$ cat config.mk
export PLATFORM = sky130hd
export DESIGN_NAME = morse_key_capture
export DESIGN_NICKNAME = d
export VERILOG_FILES = /design/src/rtl/morse_key_capture.sv
export SDC_FILE = /design/constraint.sdc
export NUM_CORES = 1
export LEC_CHECK = 0
export ABC_AREA = 1
export CAP_MARGIN = 15
export CORE_MARGIN = 3
export CORE_UTILIZATION = 62
export CTS_CLUSTER_DIAMETER = 40
export DETAILED_ROUTE_END_ITERATION = 10
export GPL_TIMING_DRIVEN = 0
export PLACE_DENSITY = 0.83
export SETUP_SLACK_MARGIN = 0.2
export SYNTH_ARGS = -nofsm -noshare
export SYNTH_HDL_FRONTEND = slang
export SYNTH_SLANG_ARGS = --single-unit
$ cat constraint.sdc
create_clock -name clk -period 3.1 [get_ports clk]
set_clock_uncertainty 0.1 [all_clocks]
set_input_delay 0.62 -clock clk [delete_from_list [all_inputs] [get_ports clk]]
set_output_delay 0.62 -clock clk [all_outputs]
set_load 0.005 [all_outputs]
$ cat src/rtl/morse_key_capture.sv
// Telegraph key capture: sync, debounce, dot/dash timing, letter packing.
// Optional MORSE_KEY_CAPTURE_ABORT_EN: over-long press aborts the letter.
module morse_key_capture #(
  parameter int DEBOUNCE_CYCLES = 500000,
  parameter int DASH_CYCLES     = 10000000,
  parameter int END_GAP_CYCLES  = 35000000,
  parameter int CNT_W           = 26
) (
  input  logic       clk,
  input  logic       reset,
  input  logic       key,
  output logic [9:0] morse,
  output logic       valid,
  output logic       busy,
  output logic [2:0] sym_count,
  output logic       overflow
);

  typedef enum logic [2:0] {
    IDLE, PRESS, GAP, DONE, ABORT
  } state_e;

  localparam logic [CNT_W-1:0] DB_LAST =
    CNT_W'(DEBOUNCE_CYCLES - 1);
  localparam logic [CNT_W-1:0] DASH_TH =
    CNT_W'(DASH_CYCLES);
  localparam logic [CNT_W-1:0] GAP_LAST =
    CNT_W'(END_GAP_CYCLES - 1);
`ifdef MORSE_KEY_CAPTURE_ABORT_EN
  localparam logic [CNT_W-1:0] ABORT_LIM =
    CNT_W'(4 * DASH_CYCLES);
`endif

  state_e           state_q, state_d;
  logic             s1_q, s2_q;
  logic             deb_q, deb_d;
  logic [CNT_W-1:0] dcnt_q, dcnt_d;
  logic [CNT_W-1:0] pcnt_q, pcnt_d;
  logic [CNT_W-1:0] gcnt_q, gcnt_d;
  logic [CNT_W-1:0] pcnt_inc;
  logic [9:0]       shadow_q, shadow_d;
  logic [9:0]       morse_q, morse_d;
  logic [2:0]       sym_q, sym_d;
  logic             ovf_q, ovf_d;
  logic             rise, fall;
  logic [1:0]       code;

  always_comb begin
    dcnt_d = '0;
    deb_d  = deb_q;
    if (s2_q != deb_q) begin
      if (dcnt_q == DB_LAST) deb_d = s2_q;
      else dcnt_d = dcnt_q + 1'b1;
    end
  end

  // Edges are taken from the debouncer update so the FSM moves with deb_q
  assign rise = deb_d & ~deb_q;
  assign fall = ~deb_d & deb_q;

  assign pcnt_inc = (&pcnt_q) ? pcnt_q : pcnt_q + 1'b1;
  assign code = (pcnt_inc >= DASH_TH) ? 2'b10 : 2'b01;

  always_comb begin
    state_d  = state_q;
    pcnt_d   = pcnt_q;
    gcnt_d   = gcnt_q;
    shadow_d = shadow_q;
    morse_d  = morse_q;
    sym_d    = sym_q;
    ovf_d    = ovf_q;
    unique case (state_q)
      IDLE: begin
        if (rise) begin
          state_d  = PRESS;
          pcnt_d   = '0;
          shadow_d = '0;
          sym_d    = '0;
          ovf_d    = 1'b0;
        end
      end
      PRESS: begin
        pcnt_d = pcnt_inc;
`ifdef MORSE_KEY_CAPTURE_ABORT_EN
        if (pcnt_inc >= ABORT_LIM) begin
          state_d  = ABORT;
          shadow_d = '0;
          sym_d    = '0;
        end else
`endif
        if (fall) begin
          if (sym_q < 3'd5) begin
            shadow_d[{sym_q, 1'b0} +: 2] = code;
            sym_d = sym_q + 3'd1;
          end else begin
            ovf_d = 1'b1;
          end
          state_d = GAP;
          gcnt_d  = '0;
        end
      end
      GAP: begin
        gcnt_d = gcnt_q + 1'b1;
        if (rise) begin
          state_d = PRESS;
          pcnt_d  = '0;
        end else if (gcnt_q == GAP_LAST) begin
          state_d = DONE;
          morse_d = shadow_q;
        end
      end
      DONE:  state_d = IDLE;
      ABORT: if (!deb_q) state_d = IDLE;
      default: state_d = IDLE;
    endcase
  end

  always_ff @(posedge clk or negedge reset) begin
    if (!reset) begin
      state_q  <= IDLE;
      s1_q     <= 1'b0;
      s2_q     <= 1'b0;
      deb_q    <= 1'b0;
      dcnt_q   <= '0;
      pcnt_q   <= '0;
      gcnt_q   <= '0;
      shadow_q <= '0;
      morse_q  <= '0;
      sym_q    <= '0;
      ovf_q    <= 1'b0;
    end else begin
      state_q  <= state_d;
      s1_q     <= key;
      s2_q     <= s1_q;
      deb_q    <= deb_d;
      dcnt_q   <= dcnt_d;
      pcnt_q   <= pcnt_d;
      gcnt_q   <= gcnt_d;
      shadow_q <= shadow_d;
      morse_q  <= morse_d;
      sym_q    <= sym_d;
      ovf_q    <= ovf_d;
    end
  end

  assign morse     = morse_q;
  assign valid     = (state_q == DONE);
  assign busy      = (state_q != IDLE);
  assign sym_count = sym_q;
  assign overflow  = ovf_q;

endmodule

==> results of run 1 <==
-- worst register-to-register path, cell delays in order, from the launching register on --
cell and delay (ps):
dfrtp_1 450, ha_2 280, nand2_1 110, nor2_4 170, nand2_4 90, nor2_8 170, nand3_2 210, nand3_1 130
nand2_1 100, nor2_1 110, nand2_1 70, nor2_2 150, nand3_4 130, nand3_2 160, nand3_1 110, nand2_1 90
-- state kept, by name, indices dropped and copies added (netlist names) --
signal,count
deb_q,1
state_q,2
sym_count,3
overflow,1
s2_q,1
dcnt_q,26
shadow_q,10
s1_q,1
pcnt_q,26
morse,10
gcnt_q,26
-- power groups by stage --
stage / Sequential [uW] / Clock [uW] / Combinational [uW]
floorplan: 1430 / 0 / 13.1
global placement: 1430 / 0 / 46.8
detailed placement: 1430 / 0 / 51.5
CTS: 1400 / 981 / 51.6
global route: 1400 / 1030 / 57.8
finish: 1400 / 959 / 49.6
-- cells by family (layout without fill, tap and decap cells) --
logic type                 Yosys count  after routing  share of synthesized area (%)
AOI/OAI and AO/OA                  112            112                           10.3
xor gates and xnor gates            18             18                           2.52
adders and majority gates            6              6                           1.20
buffers and inverters              112            149                           6.91
DFF                                107            107                           42.8
muxes                               10             10                           1.80
and+or+nand+nor                    481            481                           34.6
-- per-stage QoR --
| step | cell area (sq um) | cells |
|---|---|---|
| floorplan | 6260 | 846 |
| global placement | 6610 | 997 |
| detailed placement | 6630 | 998 |
| CTS | 6850 | 1014 |
| global route | 6880 | 1016 |
| finish | 6880 | 1016 |
-- Yosys cell counts, types with 2 or more instances --
master | count | share of area [%]
o21a_1 | 3 | 0.36
nand2_1 | 223 | 13
nor3_1 | 16 | 1.3
nor2_1 | 112 | 6.7
nand3_1 | 65 | 5.2
ha_1 | 6 | 1.2
clkinv_1 | 2 | 0.12
nand2_4 | 3 | 0.54
nor2_4 | 4 | 0.72
nand3_2 | 2 | 0.32
o31ai_1 | 2 | 0.24
inv_2 | 4 | 0.24
nand4_2 | 2 | 0.40
nor3_2 | 3 | 0.48
o22ai_1 | 18 | 1.8
nand4_1 | 22 | 2.2
a21boi_0 | 2 | 0.24
nor2_2 | 10 | 1.0
a31oi_1 | 3 | 0.30
a21oi_1 | 32 | 2.6
xnor2_1 | 2 | 0.28
nor3b_1 | 2 | 0.24
nor4_1 | 12 | 1.2
nand2_2 | 2 | 0.20
inv_1 | 97 | 5.8
xor2_1 | 16 | 2.2
mux2_2 | 10 | 1.8
clkbuf_1 | 6 | 0.36
dfrtp_1 | 107 | 43
o21ai_0 | 42 | 3.4
a211oi_1 | 2 | 0.24
-- worst paths after layout --
check / slack, ps / end / cells past startpoint
worst min register to register: 260 / s2_q / 0
worst min-delay path: 140 / dcnt_q[13] / 1
worst max register to register: 410 / shadow_q[7] / 15
max in group asynchronous: 2050 / morse[3] / 2
worst max-delay path: 410 / shadow_q[7] / 15
min in group clk: 260 / s2_q / 0
-- final cells by class --
cell class	count	area share, %
Multi-Input combinational cell	627	46.0
Sequential cell	107	38.9
Inverter	103	5.62
Timing Repair Buffer	21	3.20
Tap cell	133	2.42
Clock buffer	11	1.91
Clock inverter	5	1.24
Buffer	9	0.673
-- what timing repair did --
item                                    4_1_cts  5_1_grt
endpoints found under the setup margin        0       21
setup buffers                                 0        2
resized for setup                             0        4
-- metal layers --
metal / GRT usage (%) / up-vias / wire length (um)
met5: 0 / - / 0
met4: 7.76 / 0 / 190
met3: 5.77 / 17 / 916
met2: 48.1 / 197 / 7320
met1: 37.7 / 2755 / 6790
li1: - / 2868 / -
==> metrics.cfg, run 1 <==
[outcome]
status = finished clean

[critical_path]
cp_slowest_stage_delay_ps = 450
crit_arrival_ps = 2920
crit_fanout = 6
path_cells = ha_2 -> nand2_1 -> nor2_4 -> nand2_4 -> nor2_8 -> nand3_2 -> nand3_1 -> nand2_1 -> nor2_1 -> nand2_1 -> nor2_2 -> nand3_4 -> nand3_2 -> nand3_1 -> nand2_1
cp-startpoint = pcnt_q[0]
path_common_cell = nand2_1
cp.required_ps = 3330
cp_top_family = simple AND/OR/NAND/NOR gates
path_buf_inv = 0
r2r_start = pcnt_q[0]
end_kind = register
start_kind = register
slowest_stage = dfrtp_1
path_class = register to register

[clock_tree]
insertion_delay_ps = 390
tritoncts = yes
cts.sinks = 107
cts_buffers = 9
path_clk_slew_ps = 110
ctsHoldBuffers = 0
cts-root-buf = clkbuf_8
clock_path_buffers = 2
htreeDepth = 3

[power_and_ir_drop]
p_leak_uw = 0.00305
p_switching_uw = 539
finalPower_uw = 2410
combPwrFrac_pct = 2.1
power_frac_seq_pct = 58.2
p_sw_share_pct = 22.4
p_clk_share_pct = 39.8
internal_power_uw = 1870
power_density_mw_per_mm2 = 350
max-vdd-ir-drop_mv = 0.405

[timing]
rsz0062_at_grt = false
setup_tns_ps = 0
max_freq_mhz = 372
whs_ps = 137
finalMaxSlewViolations = 0
fin_crit_sh_pct = 86.7
setup_viol = 0
hold_viol_final = 0
max-slew-margin-rel_pct = 50.6
fin_crit_ps = 2690
tightestPinTransition_ps = 739
final.setup.worst_slack_ps = 413

[route]
wirelength_um = 15200
drc = 0
vias_per_cell = 5.75
antenna_left = 0
dr.pass1.iters = 5
routedWlPerCell_um = 15.0
drt-initial-drc-count = 359
vias = 5837

[final_layout]
ff_latch_area_sq_mm = 0.00268
drive_gt1_share_pct = 7.93
nFillCells = 834
n_antenna_cell = 0
multiInputGateArea_sq_mm = 0.00316
area_growth_pct = 9.83
final_common_cell = nand2_1
final_cell_mix = nand2_1 (223), nor2_1 (110), dfrtp_1 (107)
nets = 887
fin_util_pct = 70.4

[die]
start_util_pct = 64.1
die_w_um = 106
rows = 36
core_sq_mm = 0.00977
design.die.area_sq_mm = 0.0113
ioPinCount = 19
die_h_um = 106

[global_route]
antenna_found_initial = 0
grt_pass1_wl_um = 26100
grt_pass1_vias = 5671
grt_max_degree = 62
overflow = 0
grt_use_total_pct = 28.5

[synthesis]
synth_area_per_cell_sq_um = 7.40
postSynth.asyncResetShare_pct = 100
synth-seq-area-share_pct = 42.8
synth_edf_count = 0
netlist_instances = 846
synth_area_sq_mm = 0.00626
synth.distinct_cells = 45
synth_seq_cells = 107
syn_nets = 855
synth_flop_cell = dfrtp_1
ys_warn_count = 0

[place]
place_ws_ps = 362
gp_congestion = 0.929
port-buffer-count = 18
dp_hpwl_um = 11100

[flow_run]
max_cap_viol_count = 0

[worst_hold_path]
hold_class = input pin to asynchronous set/reset pin

No activity file was read; power rests on OpenSTA's default activity.
==> run 2: changes to the inputs <==
CORE_UTILIZATION = 42   (was 62)
PLACE_DENSITY = 0.61   (was 0.83)
==> metrics.cfg, run 2 (synthesis results as in run 1) <==
[outcome]
status = finished clean

[global_route]
grt_pass1_vias = 5378
grt_max_degree = 64
overflow = 0
grt_pass1_wl_um = 26100
grt_use_total_pct = 19.6
antenna_found_initial = 0

[final_layout]
final_cell_mix = nand2_1 (223), nor2_1 (111), dfrtp_1 (106)
multiInputGateArea_sq_mm = 0.00317
area_growth_pct = 12.3
fin_util_pct = 49.5
final_common_cell = nand2_1
top_regs = dcnt_q: 26 flops, gcnt_q: 26 flops, pcnt_q: 26 flops
nets = 885
drive_gt1_share_pct = 7.61
ff_latch_area_sq_mm = 0.00268
nFillCells = 1454
n_antenna_cell = 0

[power_and_ir_drop]
p_leak_uw = 0.00309
finalPower_uw = 2710
power_density_mw_per_mm2 = 385
max-vdd-ir-drop_mv = 0.248

[route]
dr.pass1.iters = 5
antenna_left = 0
vias = 5559
drc = 0
wirelength_um = 15000
vias_per_cell = 5.24
drt-initial-drc-count = 377
routedWlPerCell_um = 14.2

[clock_tree]
post_cts_buffers = 0
cts.sinks = 107
cts-root-buf = clkbuf_16
cts_resized = 0
insertion_delay_ps = 350
tritoncts = yes
htreeDepth = 3
clock_path_buffers = 2
cts_buffers = 9
ctsHoldBuffers = 0
path_clk_slew_ps = 70

[timing]
final.setup.worst_slack_ps = 403
max-slew-margin-rel_pct = 54.2
fin_crit_ps = 2700
rsz0062_at_grt = false
setup_tns_ps = 0
whs_ps = 168
setup_viol = 0
max_freq_mhz = 371
hold_viol_final = 0
fin_crit_sh_pct = 87.0
tightestPinTransition_ps = 688
finalMaxSlewViolations = 0

[critical_path]
path_cells = ha_2 -> nand2_1 -> nor2_4 -> nand2_4 -> nor2_8 -> nand3_2 -> nand3_1 -> nand2_1 -> nor2_1 -> nand2_1 -> nor2_2 -> nand3_4 -> nand3_2 -> nand3_1 -> nand2_1
start_kind = register
path_buf_inv = 0
path_class = register to register
crit_fanout = 8
path_common_cell = nand2_1
cp_top_family = simple AND/OR/NAND/NOR gates
slowest_stage = dfrtp_2
cp_slowest_stage_delay_ps = 430
cp.required_ps = 3290
crit_arrival_ps = 2890
end_kind = register

[die]
design.die.area_sq_mm = 0.0164
rows = 43
die_h_um = 128
start_util_pct = 44.1
die_w_um = 128
ioPinCount = 19
core_sq_mm = 0.0142

[worst_hold_path]
hold_class = input pin to asynchronous set/reset pin

[place]
dp_hpwl_um = 10800
port-buffer-count = 18
gp_congestion = 0.868
place_ws_ps = 306

[flow_run]
max_cap_viol_count = 0

-- run 2: cell count changes in the layout (fill, tap and decap cells not counted), sizes merged --
cell,delta
buf,-2
clkinvlp,+1
inv,-2
-- run 2: layout make-up --
type | instances | area share (%)
multi-input combinational | 627 | 45.1
sequential | 107 | 38.1
inverter | 103 | 5.50
clock buffer | 11 | 3.45
tap | 180 | 3.20
timing repair buffer | 19 | 2.92
clock inverter | 4 | 1.07
buffer | 9 | 0.659
-- run 2: path summary, 6_finish.rpt --
kind	start	end	slack, ps	depth (start not counted)
worst min-delay path	reset	gcnt_q[12]	170	1
worst max register to register	pcnt_q[0]	shadow_q[3]	400	15
worst min register to register	s1_q	s2_q	250	0
worst max-delay path	pcnt_q[0]	shadow_q[3]	400	15
max in group asynchronous	reset	pcnt_q[0]	2020	2
min in group clk	s1_q	s2_q	250	0
-- run 2: through the flow --
| step | instances | cell area (sq um) |
|---|---|---|
| detailed placement | 1045 | 6690 |
| floorplan | 846 | 6260 |
| CTS | 1060 | 7010 |
| finish | 1060 | 7030 |
| global route | 1060 | 7030 |
| global placement | 1044 | 6670 |
-- run 2: where the power goes --
group / internal, uW / switching [uW]
Clock: 727 / 527
Sequential: 1400 / 2.82
Combinational: 10.2 / 39.6
Total: 2140 / 569
-- run 2: worst reg2reg max path, cell delays in order (launching register included) --
cell     delay (ps)
dfrtp_2         430
ha_2            280
nand2_1         110
nor2_4          230
nand2_4         120
nor2_8          180
nand3_2         200
nand3_1         130
nand2_1          70
nor2_1          110
nand2_1          80
nor2_2          160
nand3_4         130
nand3_2         140
nand3_1          90
nand2_1          80
-- run 2: layer usage --
metal  track usage (%)  part of all wire (%)
met3              2.79                   4.0
met5                 0                     0
met2              29.8                    45
met4              6.62                   1.8
met1              28.7                    50
